### src/rtl/enc_ctrl_unit.sv
// ============================================================================
// Module   : enc_ctrl_unit
// Brief    : AES-128 encrypt-direction controller: key load, round-0
//            AddRoundKey, round sequencing and ciphertext capture.
// Revision : 1.0
// ============================================================================
`default_nettype none

module enc_ctrl_unit #(
    parameter int NROUNDS = 10
) (
    input  logic         clk,
    input  logic         n_rst,
    input  logic         start_op,
    input  logic         ed_sel,
    input  logic         key_op,
    input  logic         key_expanded,
    input  logic         r_ready,
    input  logic [127:0] data_in,
    input  logic [127:0] key_in,
    input  logic [127:0] mk_key,
    input  logic [127:0] round_out,
    output logic         start_key_exp,
    output logic [127:0] e_key,
    output logic [127:0] e_data,
    output logic [3:0]   round_num,
    output logic         round_go,
    output logic         last_round,
    output logic [127:0] ciphertext,
    output logic         enc_done,
    output logic         busy
);

    localparam logic [2:0] S_IDLE    = 3'd0;
    localparam logic [2:0] S_KEY_EXP = 3'd1;
    localparam logic [2:0] S_ADD0    = 3'd2;
    localparam logic [2:0] S_LAUNCH  = 3'd3;
    localparam logic [2:0] S_WAIT_R  = 3'd4;
    localparam logic [2:0] S_DONE    = 3'd5;

    localparam logic [3:0] LAST_RND  = 4'(NROUNDS);

    logic [2:0]   state_q, state_d;
    logic [127:0] e_key_q, e_key_d;
    logic [127:0] src_q, src_d;
    logic [127:0] e_data_q, e_data_d;
    logic [127:0] ct_q, ct_d;
    logic [3:0]   rnd_q, rnd_d;
    logic         accept;
    logic         rnd_last;

    // Decrypt requests belong to the sibling controller and are dropped here.
    assign accept   = start_op & ~ed_sel;
    assign rnd_last = (rnd_q == LAST_RND);

    always_ff @(posedge clk or negedge n_rst) begin
        if (!n_rst) begin
            state_q <= S_IDLE;
        end else begin
            state_q <= state_d;
        end
    end

    always_comb begin
        state_d = state_q;
        case (state_q)
            S_IDLE: begin
                if (accept) begin
                    state_d = S_KEY_EXP;
                end
            end
            S_KEY_EXP: begin
                if (key_expanded) begin
                    state_d = S_ADD0;
                end
            end
            S_ADD0: begin
                state_d = S_LAUNCH;
            end
            S_LAUNCH: begin
                state_d = S_WAIT_R;
            end
            S_WAIT_R: begin
                if (r_ready) begin
                    state_d = rnd_last ? S_DONE : S_LAUNCH;
                end
            end
            S_DONE: begin
                state_d = S_IDLE;
            end
            default: begin
                state_d = S_IDLE;
            end
        endcase
    end

    always_comb begin
        start_key_exp = (state_q == S_KEY_EXP);
        round_go      = (state_q == S_LAUNCH);
        enc_done      = (state_q == S_DONE);
        busy          = (state_q != S_IDLE);
        last_round    = rnd_last;
    end

    always_comb begin
        e_key_d  = e_key_q;
        src_d    = src_q;
        e_data_d = e_data_q;
        ct_d     = ct_q;
        rnd_d    = rnd_q;
        case (state_q)
            S_IDLE: begin
                // Key wrap encrypts the user key under the master key.
                if (accept) begin
                    e_key_d = key_op ? mk_key : key_in;
                    src_d   = key_op ? key_in : data_in;
                end
            end
            S_ADD0: begin
                e_data_d = src_q ^ e_key_q;
                rnd_d    = 4'd1;
            end
            S_WAIT_R: begin
                if (r_ready) begin
                    e_data_d = round_out;
                    if (rnd_last) begin
                        ct_d = round_out;
                    end else begin
                        rnd_d = rnd_q + 4'd1;
                    end
                end
            end
            S_DONE: begin
                rnd_d = 4'd0;
            end
            default: begin
            end
        endcase
    end

    always_ff @(posedge clk or negedge n_rst) begin
        if (!n_rst) begin
            e_key_q  <= '0;
            src_q    <= '0;
            e_data_q <= '0;
            ct_q     <= '0;
            rnd_q    <= '0;
        end else begin
            e_key_q  <= e_key_d;
            src_q    <= src_d;
            e_data_q <= e_data_d;
            ct_q     <= ct_d;
            rnd_q    <= rnd_d;
        end
    end

    assign e_key      = e_key_q;
    assign e_data     = e_data_q;
    assign ciphertext = ct_q;
    assign round_num  = rnd_q;

endmodule

`default_nettype wire

### config.mk
export PLATFORM = sky130hd
export DESIGN_NAME = enc_ctrl_unit
export DESIGN_NICKNAME = d
export VERILOG_FILES = /design/src/rtl/enc_ctrl_unit.sv
export SDC_FILE = /design/constraint.sdc
export NUM_CORES = 1
export LEC_CHECK = 0
export CAP_MARGIN = 5
export CORE_AREA = 2 2 356 358
export DETAILED_ROUTE_END_ITERATION = 8
export DIE_AREA = 0 0 358 360
export SYNTH_ARGS = -nofsm -noshare
export SYNTH_HDL_FRONTEND = slang
export SYNTH_SLANG_ARGS = --single-unit
### constraint.sdc
create_clock -name clk -period 3.6 [get_ports clk]
set_input_delay 0.72 -clock clk [delete_from_list [all_inputs] [get_ports clk]]
set_output_delay 0.72 -clock clk [all_outputs]
set_load 0.02 [all_outputs]
# Word-level counts from Yosys, hierarchy flattened
# Index checks and enable logic that the tools add are counted.
dict set report word_totals {
  ff_bits 519
  input_bits 519
  out_inout_bits 393
  elab_cells 41
}
dict set report classes {
  add_sub_neg 1
  eq_ne 10
  muxes 12
  n_bitwise 3
  n_reduce_logical 9
}
# op n
set op_table {}
lappend op_table {{two-way mux 128 bit} 3}
lappend op_table {{case mux 128 bit (2 select lines)} 1}
lappend op_table {{bitwise XOR 128 bit} 1}
lappend op_table {{case mux 3 bit (5 select lines)} 1}
lappend op_table {{two-way mux 3 bit} 4}
lappend op_table {{case mux 4 bit (3 select lines)} 1}
lappend op_table {{AND reduction 3 bit} 3}
lappend op_table {{two-way mux 4 bit} 2}
lappend op_table {{inequality test 2 bit (second input constant)} 4}
lappend op_table {{== test 3 x 2 -> 1 bit (second input constant)} 2}
lappend op_table {{== test 3 bit (second input constant)} 2}
lappend op_table {{nonzero test 3 bit} 2}
lappend op_table {{adder 4 x 1 -> 4 bit (second input constant)} 1}
lappend op_table {{== test 4 bit (second input constant)} 1}
lappend op_table {{AND reduction 2 bit} 2}
lappend op_table {{== test 3 x 1 -> 1 bit (second input constant)} 1}
lappend op_table {{logical NOT 3 bit} 1}
lappend op_table {{nonzero test 2 bit} 1}
lappend op_table {{bitwise AND 1 bit} 1}
lappend op_table {{NOT 1 bit} 1}

# Depth between registers and ports, before layout
dict set report depth {
  ltp_word 4
  depth_mapped 7
  depth_no_buf 5
}

# Least setup slack after synthesis
# No wires, ideal clock.
dict set report synth_timing {
  path_type {input-to-reg}
  start {input r_ready}
  end {register ct_q[100] (netlist: ciphertext[100])}
  setup_time_ns 0.125
  arrival_ns 2.070
  required_time_ns 3.475
  path_slack_ns 1.406
  path_stages 6
  path_buffers 3
  path_cell_list {clkbuf_1 > nand2_1 > nor4_1 > clkbuf_1 > buf_2 > mux2_2}
}
dict set report synth_via {
  elab_chain_len 1
}
# item line
set synth_rtl {}
lappend synth_rtl {{from (decl)} 18} ;# input logic r_ready,
lappend synth_rtl {{AND reduction 3 bit (no line)} n/a}
lappend synth_rtl {{to (signal assigned)} 152} ;# ct_q <= ct_d;
lappend synth_rtl {{to (decl)} 47} ;# logic [127:0] ct_q, ct_d;
# No other way between the ends.
# A chain may end at the register's enable or synchronous reset.

# Worst setup path after layout
dict set report layout_timing {
  start {register state_q[0]}
  end {output enc_done}
}
dict set report layout_via {
  elab_chain_len 1
}
# item line
set layout_rtl {}
lappend layout_rtl {{from (decl)} 43} ;# logic [2:0] state_q, state_d;
lappend layout_rtl {{from (signal assigned)} 60} ;# state_q <= state_d;
lappend layout_rtl {{== test 3 bit} 100} ;# enc_done = (state_q == S_DONE);
lappend layout_rtl {{to (decl)} 30} ;# output logic enc_done,
# No other way between the ends.

==> results.md <==
* Status: finished clean
* Kind of end point of the critical path: output pin
* Drt via density at between 4 and 5
* Vias in the first global route at 18983
* Critical path type: reg2out
* Post-DP HPWL at 79500 um
* Synth-to-Final Area Change at 53.57%
* Cts hold-fix bufs at 0
* Post-DRT Antenna Nets at 0
* Port Buffers at 911
* Clock slew at reported path FFs at ~0.06 ns
* Sink Count at 519
* Max Freq at a little over 0.3 GHz
* Max Buffers Root-to-Sink at 3
* Syn Inst Count at 1697
* Most common cell after layout, fill and taps aside: clkdlybuf4s50_1
* Filler cells at around 13000
* First-pass GRT wire length at around 140000 um
* Initial Utilization at 0.2006
* Worst-Skew Late Latency at around 0.63 ns
* Via count at 17681
* Routed wire length at between 90000 and 100000 um
* Synth async-reset ratio at 1.000
* Crit path required time at about 2.9 ns
* Initial antenna violation count at 50
* Period utilization at 0.8996
* Total track usage at 0.1501
* Worst relative slew slack at 0.3846
* Row count at between 100 and 150
* Grt ovf at 0
* Gpl congestion at ~0.83
* DRC at 0
* Slew @ Worst Pin at roughly 0.92 ns
* P_leak at between 15 and 20 nW
* Cts repair resizes at 0
* Pwr/cell area at 754.8 mW/mm^2
* Synthesized cell area at about 0.025 mm^2
* CTS root buf: clkbuf_16
* Worst vdd ir at 365.1 uV
* Startpoint Class: register
* Worst Path Arrival at around 2.5 ns
* Post-synth EDFFs at 0
* Power, Total at approximately 29 mW
* Pins Over Slew Limit at 0
* Synthesized area per cell at 14.77 um^2
* I/O Pins at ~910
* Synth Flop Type: dfrtp_1
* HP Class: in2async
* Clock tree from TritonCTS: done
* Drt initial violations at approximately 590
* Worst Skew at roughly 0.016 ns
* Syn_nets at 2218
* H-Tree Level Count at 2
* Final hold viol count at 0
* Final net count at 3148
* Setup bufs post-CTS at 0
* Max Cap Viol at 0
* Yosys Warn Count at 0
* Final hold slack at between 0.1 and 0.15 ns
* Library cells used by synthesis at 37
* Setup violations, final at 0
* Sequential area share after synthesis at 0.5182
* Pre-antenna DRT Iters at 4
* Fin crit period at around 3.2 ns
* Die area at approximately 0.13 mm^2
* Core Area at 0.1249 mm^2
* Die width at roughly 360 um
* Setup TNS Final at 0 ns
* Worst-path fanout max at 14
* Most frequent cells in the layout: 909 x clkdlybuf4s50_1, 820 x mux2_2, 519 x dfrtp_1
* Share of layout cells above drive strength 1 at 0.3662
* Avg WL per Cell at between 20 and 25 um
* RSZ-0062 raised after global routing: false
* Post-synthesis register bit count at approximately 520
* Die Y-Extent at 360 um
* Number of CTS-inserted buffers at 61
* Final Core Density at 0.3081
* Largest net degree at the start of global routing at just over 80
==> per-layer routing <==
layer	GRT usage	up-vias	wire, um
li1	-	7982	-
met4	0.02469	12	1666
met3	0.04735	139	8017
met2	0.2603	646	48910
met5	0	-	77
met1	0.1832	8902	41110
==> through the flow <==
step,worst slack (ns),instances,cell area (um^2)
after floorplan,1.406,1697,25060
after global placement,0.5038,4214,36470
after detailed placement,0.5026,4214,36470
after CTS,0.2663,4326,38470
after global routing,0.1522,4327,38470
final,0.3613,4335,38490
==> area by class of cell <==
type	count	area, um^2	share of cell area
diodes	9	22.52	0.0005852
well taps	1650	2064	0.05364
repair buffers	970	9847	0.2558
clock buffers	97	1832	0.04759
multi-input cells	1070	11550	0.3002
inverters	5	18.77	0.0004876
flip-flops and latches	519	12990	0.3374
clock inverters	15	161.4	0.004194
==> state kept, by name, indices dropped and copies added (netlist names) <==
signal and flops:
ciphertext 128, e_key 128, round_num 4, src_q 128, e_data 128, state_q 3
==> path summary, 6_finish.rpt <==
kind                       slack (ns)              end            start  cells past startpoint
max                              0.36         enc_done       state_q[0]                      3
min in group clk                 0.50  ciphertext[112]  ciphertext[112]                      1
min                              0.11  ciphertext[127]            n_rst                      1
min reg2reg                      0.50  ciphertext[112]  ciphertext[112]                      1
max reg2reg                      0.90   ciphertext[89]     round_num[0]                      7
max in group asynchronous        2.56        e_key[38]            n_rst                      2
==> power by group <==
part	internal (mW)	switching [mW]	total [mW]	leakage, nW
clock network	3.67	2.54	6.21	0.975
registers	8.13	1.76	9.89	6.45
logic	7.18	5.78	13.0	8.33
total	19.0	10.1	29.1	15.8
==> cell families (layout without fill, tap and decap cells) <==
kind of cell	count (synthesis)	after routing	synth area share
DFF	519	519	0.5182
other	0	9	0
muxes	896	896	0.4026
and+or+nand+nor	29	29	0.006939
xor gates and xnor gates	128	128	0.04473
AOI/OAI and AO/OA	15	15	0.004693
buffers and inverters	108	1087	0.02187
adders and majority gates	2	2	0.0009983
==> synthesized netlist by cell type (all sizes together) (3+ instances only) <==
cell	instances	area share
nand3b	3	0.00090
nor3	3	0.00060
buf	70	0.016
clkbuf	33	0.0049
xor2	128	0.045
nand2	4	0.00060
nor2	3	0.00045
mux2	896	0.40
inv	5	0.00075
dfrtp	519	0.52
a211o	3	0.0010
==> critical path, cell delays in order, from the launching register on <==
cell and delay (ns):
dfrtp_1 0.65, inv_1 0.22, nor3_1 0.24, clkdlybuf4s50_1 0.77
Power figures use the tool's default switching activity.
